File: src/rtl/mux_arb_n.sv
// mux_arb_n: registered NUM_IN-to-1 multiplexer with valid/ready handshakes.
//
// The block picks one candidate channel every cycle. In fixed mode the
// candidate is the channel given by sel. In round-robin mode it is the first
// valid channel found by searching from a rotating pointer. The winning beat
// is captured in a single output register. That register is allowed to load
// whenever it is empty or is draining in the same cycle.
//
// Optional feature: define MUX_ARB_LOCK_EN to add the in_last port and packet
// locking in round-robin mode. While a packet is in flight, arbitration stays
// on the channel that started it until that channel sends a beat with
// in_last set.
//
// Ports:
//   clk        clock, rising edge
//   reset      asynchronous, active-high; clears all state
//   in_data    NUM_IN*WIDTH flattened channel data, channel k at [k*WIDTH +: WIDTH]
//   in_valid   per-channel valid
//   in_ready   per-channel ready, at most one bit set
//   in_last    (MUX_ARB_LOCK_EN only) per-channel end-of-packet marker
//   mode       0 = fixed select, 1 = round-robin
//   sel        channel index used in fixed mode (values >= NUM_IN select nothing)
//   out_data   registered selected data
//   out_valid  out_data holds a beat
//   out_ready  consumer accepts the beat
//   out_src    channel index that produced out_data
module mux_arb_n #(
  parameter int WIDTH  = 32,
  parameter int NUM_IN = 4,
  parameter int SEL_W  = 2
) (
  input  logic                    clk,
  input  logic                    reset,
  input  logic [NUM_IN*WIDTH-1:0] in_data,
  input  logic [NUM_IN-1:0]       in_valid,
  output logic [NUM_IN-1:0]       in_ready,
`ifdef MUX_ARB_LOCK_EN
  input  logic [NUM_IN-1:0]       in_last,
`endif
  input  logic                    mode,
  input  logic [SEL_W-1:0]        sel,
  output logic [WIDTH-1:0]        out_data,
  output logic                    out_valid,
  input  logic                    out_ready,
  output logic [SEL_W-1:0]        out_src
);

  logic [WIDTH-1:0] out_data_q, out_data_d;
  logic             out_valid_q, out_valid_d;
  logic [SEL_W-1:0] out_src_q, out_src_d;
  logic [SEL_W-1:0] ptr_q, ptr_d;
`ifdef MUX_ARB_LOCK_EN
  logic             lock_q, lock_d;
  logic [SEL_W-1:0] lock_ch_q, lock_ch_d;
  logic             lock_hit;
  logic             cand_last;
`endif

  logic             load_en;
  logic             fix_hit;
  logic             rr_hit;
  logic [SEL_W-1:0] rr_idx;
  logic             cand_hit;
  logic [SEL_W-1:0] cand_sel;
  logic [WIDTH-1:0] cand_data;
  logic             xfer;
  logic [SEL_W-1:0] ptr_next;

  always_comb begin
    load_en = !out_valid_q || out_ready;

    // Fixed select: an out-of-range sel matches no channel, so nothing is offered.
    fix_hit = 1'b0;
    for (int k = 0; k < NUM_IN; k++) begin
      if (SEL_W'(k) == sel) fix_hit = in_valid[k];
    end

    // Round-robin search: offset i from ptr, first valid channel wins.
    rr_hit = 1'b0;
    rr_idx = '0;
    for (int i = 0; i < NUM_IN; i++) begin
      for (int k = 0; k < NUM_IN; k++) begin
        if (!rr_hit && in_valid[k] && (((int'(ptr_q) + i) % NUM_IN) == k)) begin
          rr_hit = 1'b1;
          rr_idx = SEL_W'(k);
        end
      end
    end

`ifdef MUX_ARB_LOCK_EN
    lock_hit = 1'b0;
    for (int k = 0; k < NUM_IN; k++) begin
      if (SEL_W'(k) == lock_ch_q) lock_hit = in_valid[k];
    end
`endif

    if (!mode) begin
      cand_sel = sel;
      cand_hit = fix_hit;
`ifdef MUX_ARB_LOCK_EN
    end else if (lock_q) begin
      cand_sel = lock_ch_q;
      cand_hit = lock_hit;
`endif
    end else begin
      cand_sel = rr_idx;
      cand_hit = rr_hit;
    end

    xfer = load_en && cand_hit;

    cand_data = '0;
`ifdef MUX_ARB_LOCK_EN
    cand_last = 1'b0;
`endif
    for (int k = 0; k < NUM_IN; k++) begin
      in_ready[k] = xfer && !reset && (SEL_W'(k) == cand_sel);
      if (SEL_W'(k) == cand_sel) begin
        cand_data = in_data[k*WIDTH +: WIDTH];
`ifdef MUX_ARB_LOCK_EN
        cand_last = in_last[k];
`endif
      end
    end

    ptr_next = (cand_sel == SEL_W'(NUM_IN - 1)) ? '0 : cand_sel + SEL_W'(1);

    out_valid_d = load_en ? xfer : out_valid_q;
    out_data_d  = xfer ? cand_data : out_data_q;
    out_src_d   = xfer ? cand_sel : out_src_q;
    ptr_d       = ptr_q;
`ifdef MUX_ARB_LOCK_EN
    lock_d      = lock_q;
    lock_ch_d   = lock_ch_q;
    if (!mode) begin
      lock_d = 1'b0;
    end else if (xfer) begin
      // A non-last beat pins arbitration to this channel; the last beat releases it.
      if (cand_last) begin
        lock_d = 1'b0;
        ptr_d  = ptr_next;
      end else begin
        lock_d    = 1'b1;
        lock_ch_d = cand_sel;
      end
    end
`else
    if (mode && xfer) ptr_d = ptr_next;
`endif
  end

  always_ff @(posedge clk or posedge reset) begin
    if (reset) begin
      out_data_q  <= '0;
      out_valid_q <= 1'b0;
      out_src_q   <= '0;
      ptr_q       <= '0;
`ifdef MUX_ARB_LOCK_EN
      lock_q      <= 1'b0;
      lock_ch_q   <= '0;
`endif
    end else begin
      out_data_q  <= out_data_d;
      out_valid_q <= out_valid_d;
      out_src_q   <= out_src_d;
      ptr_q       <= ptr_d;
`ifdef MUX_ARB_LOCK_EN
      lock_q      <= lock_d;
      lock_ch_q   <= lock_ch_d;
`endif
    end
  end

  assign out_data  = out_data_q;
  assign out_valid = out_valid_q;
  assign out_src   = out_src_q;

endmodule

File: config.mk
export PLATFORM = sky130hd
export DESIGN_NAME = mux_arb_n
export DESIGN_NICKNAME = d
export VERILOG_FILES = /design/src/rtl/mux_arb_n.sv
export SDC_FILE = /design/constraint.sdc
export NUM_CORES = 1
export LEC_CHECK = 0
export ABC_AREA = 1
export ABC_CLOCK_PERIOD_IN_PS = 7000
export CORE_UTILIZATION = 35
export CTS_CLUSTER_SIZE = 12
export DETAILED_ROUTE_END_ITERATION = 16
export GPL_TIMING_DRIVEN = 0
export PLACE_DENSITY = 0.77
export SETUP_SLACK_MARGIN = 0.5
export SYNTH_ARGS = -nofsm -noshare
export SYNTH_HDL_FRONTEND = slang
export SYNTH_SLANG_ARGS = --single-unit
File: constraint.sdc
create_clock -name clk -period 7 [get_ports clk]
set_input_delay 1.05 -clock clk [delete_from_list [all_inputs] [get_ports clk]]
set_output_delay 1.05 -clock clk [all_outputs]
set_load 0.02 [all_outputs]
## Yosys cells after proc, flatten, opt, wreduce, memory -nomap -nowiden

Index checks and enable logic that the tools add are counted.

| word-level totals | value |
|---|---|
| bits in registers | 37 |
| latch bits | 0 |
| RAM bits | 0 |
| memory bits (read-only) | 0 |
| output and inout bits | 39 |
| memories | 0 |

| operators by class | value |
|---|---|
| $add $sub $neg | 4 |
| multiply operators | 0 |
| divide/modulo/power cells | 0 |
| magnitude comparators | 0 |
| equality and inequality tests | 19 |
| shifts and indexed selects | 0 |
| mux-type cells | 42 |
| bitwise gates (word level) | 3 |
| reduce and logical (&&, ||, !) cells | 65 |

Operator list:

| cell | count |
|---|---|
| $logic_not 32->1 | 4 |
| $mux 32 | 4 |
| $logic_and 1x1->1 | 38 |
| $mux 2 | 16 |
| $mux 1 | 22 |
| $eq 3x3->1 const B | 6 |
| $logic_not 1->1 | 17 |
| $eq 3x2->1 const B | 3 |
| $eq 2x2->1 const A | 4 |
| $eq 2x2->1 const B | 3 |
| $reduce_or 2->1 | 3 |
| $add 2x1->2 const B | 2 |
| $add 2x2->2 const B | 2 |
| $eq 1x2->1 const A | 2 |
| $logic_not 2->1 | 2 |
| $and 1x1->1 const A | 3 |
| $eq 2x1->1 const B | 1 |
| $logic_or 1x1->1 | 1 |

## Longest topological paths before layout

Gate-level depths: netlist (run 1).

| logic depth | value |
|---|---|
| word-level depth | 69 |
| depth in mapped cells | 22 |
| depth with buffers taken out | 20 |

## Least setup slack after synthesis (run 1)

OpenSTA, ideal clock, no wires.

| path | value |
|---|---|
| path type | input -> output |
| start | input port in_valid[3] |
| end | output port in_ready[3] |
| arrival | 3.259 ns |
| slack | 2.691 ns |
| stages on the path | 16 |
| buffers on the path | 2 |
| cell sequence | nand3_1 -> nand2_1 -> nor2_1 -> nand4_2 -> nor2_2 -> nand4_2 -> nor3_4 -> nand4_1 -> nand3_1 -> nand2_1 -> inv_1 -> ha_1 -> clkbuf_1 -> clkbuf_1 -> inv_1 -> nor2_1 |

| between the ends | value |
|---|---|
| elaborated cells between the ends (all ways) | 71 |
| those cells by class | eq/ne (1); mux (29); reduce/logical (41) |

RTL lines:

| item | RTL line | RTL |
|---|---|---|
| start: declaration | 35 | `input logic [NUM_IN-1:0] in_valid,` |
| $logic_and 1x1->1 (2 in series) | 83 | `if (!rr_hit && in_valid[k] && (((int'(ptr_q) + i) % NUM_IN) == k)) begin` |
| $mux 1 | 83 |  |
| $logic_not 1->1 | 83 |  |
| $logic_and 1x1->1 (2 in series) | 83 |  |
| $mux 1 | 83 |  |
| $logic_not 1->1 | 83 |  |
| $logic_and 1x1->1 (2 in series) | 83 |  |
| $mux 1 | 83 |  |
| [... 35 more ...] | n/a |  |
| $mux 1 | 83 |  |
| $logic_not 1->1 | 83 |  |
| $logic_and 1x1->1 (2 in series) | 83 |  |
| $mux 2 (*) | 83 |  |
| $mux 2 (*) | 97 | `if (!mode) begin` |
| named net cand_sel[1] | 64 | `logic [SEL_W-1:0] cand_sel;` |
| $eq 2x2->1 (*) | 117 | `in_ready[k] = xfer && !reset && (SEL_W'(k) == cand_sel);` |
| $logic_and 1x1->1 (*) | 117 |  |
| end: declaration | 36 | `output logic [NUM_IN-1:0] in_ready,` |

Mark *: on every way through the listed nets, which the timed path passes. The rest lies on a longest branch.

## Worst setup path after layout (run 1)

| path | value |
|---|---|
| start | input port in_valid[2] |
| end | output port in_ready[3] |

| between the ends | value |
|---|---|
| elaborated cells between the ends (all ways) | 77 |
| those cells by class | eq/ne (1); mux (32); reduce/logical (44) |

RTL lines:

| item | RTL line |
|---|---|
| $logic_and 1x1->1 (2 in series) | 83 |
| $mux 1 | 83 |
| $logic_not 1->1 | 83 |
| $logic_and 1x1->1 (2 in series) | 83 |
| $mux 1 | 83 |
| $logic_not 1->1 | 83 |
| $logic_and 1x1->1 (2 in series) | 83 |
| $mux 1 | 83 |
| [... 39 more ...] | n/a |
| $mux 1 | 83 |
| $logic_not 1->1 | 83 |
| $logic_and 1x1->1 (2 in series) | 83 |
| $mux 2 (*) | 83 |
| $mux 2 (*) | 97 |
| named net cand_sel[1] | 64 |
| $eq 2x2->1 (*) | 117 |
| $logic_and 1x1->1 (*) | 117 |

Marks and branches as above.

==> flow_metrics.tcl, run 1 <==
set metrics [dict create \
    status "finished, final reports clean" \
    peakVddDrop_uv 141 \
    yosysMostFrequentCell "nand2_1" \
    worstSetupPathType "in -> out" \
    numPortBuffers 176 \
    synth_top_area_share_pct 32.3 \
    holdCritPathClass "reg -> reg" \
    cts_setup_buffers 0 \
    fin_util_pct 62.4 \
    start_kind "input port" \
    synthFlopType "dfrtp_1" \
    cts_tree "built" \
    drt_iter0_markers 133 \
    antenna_left 0 \
    fill_cells 760 \
    end_kind "output pin" \
    min_period_ps 5800 \
    maxSlewHeadroom_pct 46.9 \
    skew_ps 14.5 \
    worst_slew_pin_slew_ps 796 \
    cp_slowest_cell "clkdlybuf4s50_1" \
    grt_pass1_vias 3482 \
    ys_ff_latch 37 \
    crit_path_cell_trace "clkdlybuf4s50_1 -> nand3_1 -> nand2_1 -> nor2_1 -> nand4_2 -> nor2_2 -> nand4_2 -> nor3_4 -> nand4_1 -> nand3_1 -> nand2_1 -> inv_1 -> ha_1 -> clkbuf_1 -> clkbuf_1 -> inv_1 -> nor2_1 -> clkdlybuf4s50_1" \
    cts.sink_count 37 \
    num_vias 3725 \
    gp_congestion 0.844 \
    arrival_ps 4750 \
    pin_count 177 \
    clk_path_buf_depth 2 \
    slew_violations 0 \
    multi_input_area_mm2 0.00169 \
    critPathMaxFanout 10 \
    die_x_um 92.5 \
    core_area_mm2 0.00781 \
    synth_cells 463 \
    yosys.area.top_type "dfrtp_1" \
    grt_pass1_wl_mm 17.2 \
    synth_cell_types 22 \
    worst-path-buf-inv 6 \
    regArea_um2 926 \
    n_antenna_cell 0 \
    syn_to_final_growth_pct 69.8 \
    powerDensity_mw_per_mm2 331 \
    synthArstFlopShare_pct 100 \
    crit_required_ps 5950 \
    fmax_ghz 0.172 \
    die_h_um 92.5 \
    maxCapViolations 0 \
    grt_start_max_net_pins 39 \
    yosys-top-cells-area "dfrtp_1 (32%), nand2_1 (24%), o21ai_0 (12%)" \
    yosysWarnings 0 \
    grt_overflow 0 \
    start_util_pct 36.7 \
    root_buffer "clkbuf_8" \
    drt_pass1_iterations 4 \
    drcViolationCount 0 \
    syn_area_mm2 0.00287 \
    leakagePower_nw 2.19 \
    wl_mm 10.8 \
    ctsResizeCount 0 \
    wire_per_inst_um 14.5 \
    drive_gt1_share_pct 3.71 \
    dp_hpwl_mm 8.54 \
    critPathMaxStageDelay_ps 630 \
    cts_buffers 5 \
    rows 32 \
    ys_seq_area_share_pct 32.3 \
    final-setup-viol-count 0 \
    grt.total_usage_pct 25.6 \
    synthTopCellsByCount "nand2_1 (184), o21ai_0 (67), nand3_1 (44)" \
    fin_crit_sh_pct 82.8 \
    path_clk_slew_ps 80 \
    htreeDepth 2 \
    fin_setup_tns_ps 0 \
    viasPerCell 4.97 \
    final_hold_viol_count 0 \
    grt_setup_unrepaired "no" \
    antenna_found_initial 0 \
    cts_hold_buffers 0 \
    die_area_mm2 0.00856 \
    clkLatencyLatePin_ps 300 \
    synth_enable_flop_cells 0 \
    nets 788 \
    syn-mean-instance-area_um2 6.19 \
    critPathTopFamily "buffers and inverters" \
    syn_nets 605 \
]
power breakdown:
part | leakage, nW | switching, W | internal, W
Sequential | 0.465 | 0.0000571 | 0.000304
Combinational | 1.67 | 0.000625 | 0.000435
Clock | 0.0585 | 0.0000841 | 0.000107
worst paths after layout:
check	start	endpoint	slack, ps	cells after the start
hold reg to reg	out_data[9]	out_data[9]	490	2
min in group asynchronous	reset	out_valid	1230	2
hold / removal	out_data[9]	out_data[9]	490	2
setup reg to reg	ptr_q[0]	out_data[9]	3300	21
setup / recovery	in_valid[2]	in_ready[3]	1200	18
max in group asynchronous	reset	out_data[14]	5260	2
layer usage:
layer  vias up  share of wire, %  global-route usage, %  wire length, µm
met1      1698                40                   31.8             4360
met2       138                51                   44.3             5540
li1       1875                 -                      -                -
met4         0               2.0                   7.55              213
met5         -                 0                      0                0
met3        14               6.7                   5.34              724
worst register-to-register path: stages (launching register included):
cell	delay [ps]
dfrtp_1	460
nor2_1	160
nand2_1	90
nand2_1	70
nor2_1	110
nand4_2	130
nor2_2	120
nand4_2	130
nor3_4	180
nand4_1	190
nand3_1	140
nand2_1	120
ha_1	200
clkbuf_1	170
inv_1	200
clkbuf_1	380
nand3_1	170
nand2_1	100
o21ai_0	70
o21ai_0	280
nand2_1	100
nand2_1	60
metrics by stage:
step           cells  worst slack, ps  total power (W)  instance area (µm²)  hold WS (ps)
2_1_floorplan    463             2690         0.000993                 2870           551
3_3_place_gp     741             1250          0.00141                 4760           462
3_5_place_dp     741             1190          0.00143                 4760           464
4_1_cts          749             1180          0.00162                 4870           486
5_1_grt          749              767          0.00176                 4870           501
6_report         749             1200          0.00161                 4870           488
area by class of cell:
| type | instances | share of cell area (%) |
|---|---|---|
| Inverter | 25 | 1.93 |
| Buffer | 31 | 3.31 |
| Tap cell | 102 | 2.62 |
| Clock buffer | 5 | 1.41 |
| Clock inverter | 3 | 0.899 |
| Multi-Input combinational cell | 370 | 34.6 |
| Timing Repair Buffer | 176 | 36.2 |
| Sequential cell | 37 | 19.0 |
kinds of logic (layout without fill, tap and decap cells):
logic type               Yosys count  in the layout  synth area share, %
adder cells (fa/ha/maj)            4              4                 1.75
AND/OR/NAND/NOR                  263            263                 38.9
buffers and inverters             56            240                 8.90
AO/OA/AOI/OAI                    103            103                 18.2
flip-flops                        37             37                 32.3
flip-flops by register name, summed over array words and instances (netlist names):
| register | cells |
|---|---|
| ptr_q | 2 |
| out_valid | 1 |
| out_src | 2 |
| out_data | 32 |
cell usage in the layout (no fill, tap or decap), drive strengths merged:
master	count
a211oi	1
a21oi	35
buf	7
bufinv	1
clkbuf	29
clkdlybuf4s50	176
clkinv	1
dfrtp	37
ha	4
inv	26
nand2	185
nand3	45
nand4	5
nor2	21
nor3	6
nor3b	1
o21ai	67
No activity file was read; power rests on OpenSTA's default activity.
==> inputs of run 2 (changes only) <==
- ABC_CLOCK_PERIOD_IN_PS: 7000 -> 5810
- clock period: 7 -> 5.81 ns (I/O delays scaled with it)
==> flow_metrics.tcl, run 2 (synthesis results as in run 1) <==
set metrics [dict create \
    slew_violations 0 \
    hold_start "out_data[11]" \
    regArea_um2 926 \
    combPwrFrac_pct 65.9 \
    fill_cells 754 \
    grt_start_max_net_pins 39 \
    final_cell_mix "nand2_1 (184), clkdlybuf4s50_1 (171), o21ai_0 (67)" \
    dpl.cell_count 741 \
    dpl_worst_slack_ps 352 \
    die_h_um 92.5 \
    grt.total_usage_pct 25.6 \
    pwr-share-clk_pct 11.8 \
    wl_mm 10.9 \
    powerDensity_mw_per_mm2 400 \
    pin_count 177 \
    arrival_ps 4150 \
    fin_util_pct 62.7 \
    maxCapViolations 0 \
    nets 788 \
    grt_pass1_wl_mm 17.2 \
    dp_hpwl_mm 8.54 \
    largest_reg_flops 32 \
    final_cell_area_mm2 0.00489 \
    worstSetupPathType "in -> out" \
    final_common_cell "nand2_1" \
    die_x_um 92.5 \
    fmax_ghz 0.199 \
    gp_congestion 0.844 \
    leakagePower_nw 2.29 \
    final_hold_viol_count 0 \
    cts_setup_buffers 0 \
    n_antenna_cell 0 \
    grt_pass1_vias 3482 \
    critPathMaxFanout 10 \
    place_area_mm2 0.00476 \
    end_kind "output pin" \
    maxSlewHeadroom_pct 46.8 \
    core_area_mm2 0.00781 \
    viasPerCell 4.99 \
    path_clk_slew_ps 90 \
    skew_ps 15.6 \
    switching_share_pct 47.5 \
    antenna_left 0 \
    numPortBuffers 176 \
    start_util_pct 36.7 \
    multi_input_area_mm2 0.00169 \
    crit_required_ps 4940 \
    seqPwrFrac_pct 22.3 \
    clkLatencyLatePin_ps 300 \
    fin_crit_sh_pct 86.4 \
    final-setup-viol-count 0 \
    grt_overflow 0 \
    die_area_mm2 0.00856 \
    min_period_ps 5020 \
    root_buffer "clkbuf_8" \
    drive_gt1_share_pct 4.95 \
    start_kind "input port" \
    stdcell_count 749 \
    clk_path_buf_depth 2 \
    num_vias 3738 \
    crit_start "in_valid[3]" \
    fin_setup_tns_ps 0 \
    holdCritPathClass "reg -> reg" \
    rows 32 \
    drcViolationCount 0 \
    setup_slack_ps 789 \
    power.internal_w 0.00103 \
    worst_slew_pin_slew_ps 796 \
    syn_to_final_growth_pct 70.6 \
    drt_pass1_iterations 4 \
    status "finished, final reports clean" \
    cts_tree "built" \
    p_sw_w 0.000929 \
    wire_per_inst_um 14.6 \
    cts.sink_count 37 \
    drt_iter0_markers 153 \
    peakVddDrop_uv 170 \
    grt_setup_unrepaired "no" \
    timing.rr.start "ptr_q[0]" \
    htreeDepth 2 \
    antenna_found_initial 0 \
    cts_buffers 5 \
]
run 2: cell count changes in the layout (fill, tap and decap cells not counted):
| cell | before | now |
|---|---|---|
| dlymetal6s2s_1 | 0 | 5 |
| clkbuf_2 | 0 | 8 |
| clkbuf_1 | 24 | 16 |
| clkdlybuf4s50_1 | 176 | 171 |
run 2: power groups by stage:
stage,Sequential [W],Clock (W),Combinational (W)
2_1_floorplan,0.000558,0,0.000639
3_3_place_gp,0.000437,0,0.00126
3_5_place_dp,0.000437,0,0.00128
4_1_cts,0.000435,0.000232,0.00129
5_1_grt,0.000449,0.000240,0.00144
6_report,0.000436,0.000231,0.00129
run 2: routing by layer:
layer / part of all wire [%] / track usage, %
met5: 0 / 0
met4: 2.0 / 7.55
met1: 41 / 31.8
met2: 51 / 44.3
met3: 6.3 / 5.34
run 2: area by class of cell:
type	instances	area share, %
clock inverter	3	0.895
multi-input combinational	370	34.5
tap	102	2.61
timing repair buffer	176	36.3
clock buffer	5	1.41
inverter	25	1.92
sequential	37	18.9
buffer	31	3.50
run 2: metrics by stage:
step | hold WS [ps] | power, W
floorplan | 551 | 0.00120
global placement | 462 | 0.00170
detailed placement | 464 | 0.00172
CTS | 486 | 0.00196
global route | 501 | 0.00212
finish | 485 | 0.00195
run 2: path summary, 6_finish.rpt:
kind / to / cells after the start / slack [ps]
max in group asynchronous: out_data[14] / 2 / 4240
min in group asynchronous: out_valid / 2 / 1050
min reg2reg: out_data[11] / 2 / 480
max reg2reg: out_data[9] / 21 / 2100
min: out_data[11] / 2 / 480
max: in_ready[0] / 17 / 790
run 2: worst max-delay path: stages:
cell and delay [ps]:
clkdlybuf4s50_1 490, nand3_1 150, nand2_1 110, nor2_1 130, nand4_2 130, nor2_2 120, nand4_2 130, nor3_4 180
nand4_1 190, a21oi_2 270, inv_1 120, ha_1 210, clkbuf_2 170, clkbuf_2 210, inv_1 80, nor2_1 40
clkdlybuf4s50_1 540
run 2: repair_timing:
item                       4_1_cts  5_1_grt
resized for setup                4       13
pin swaps                        0        1
setup endpoints to repair        3        4
hold buffers                     0        0
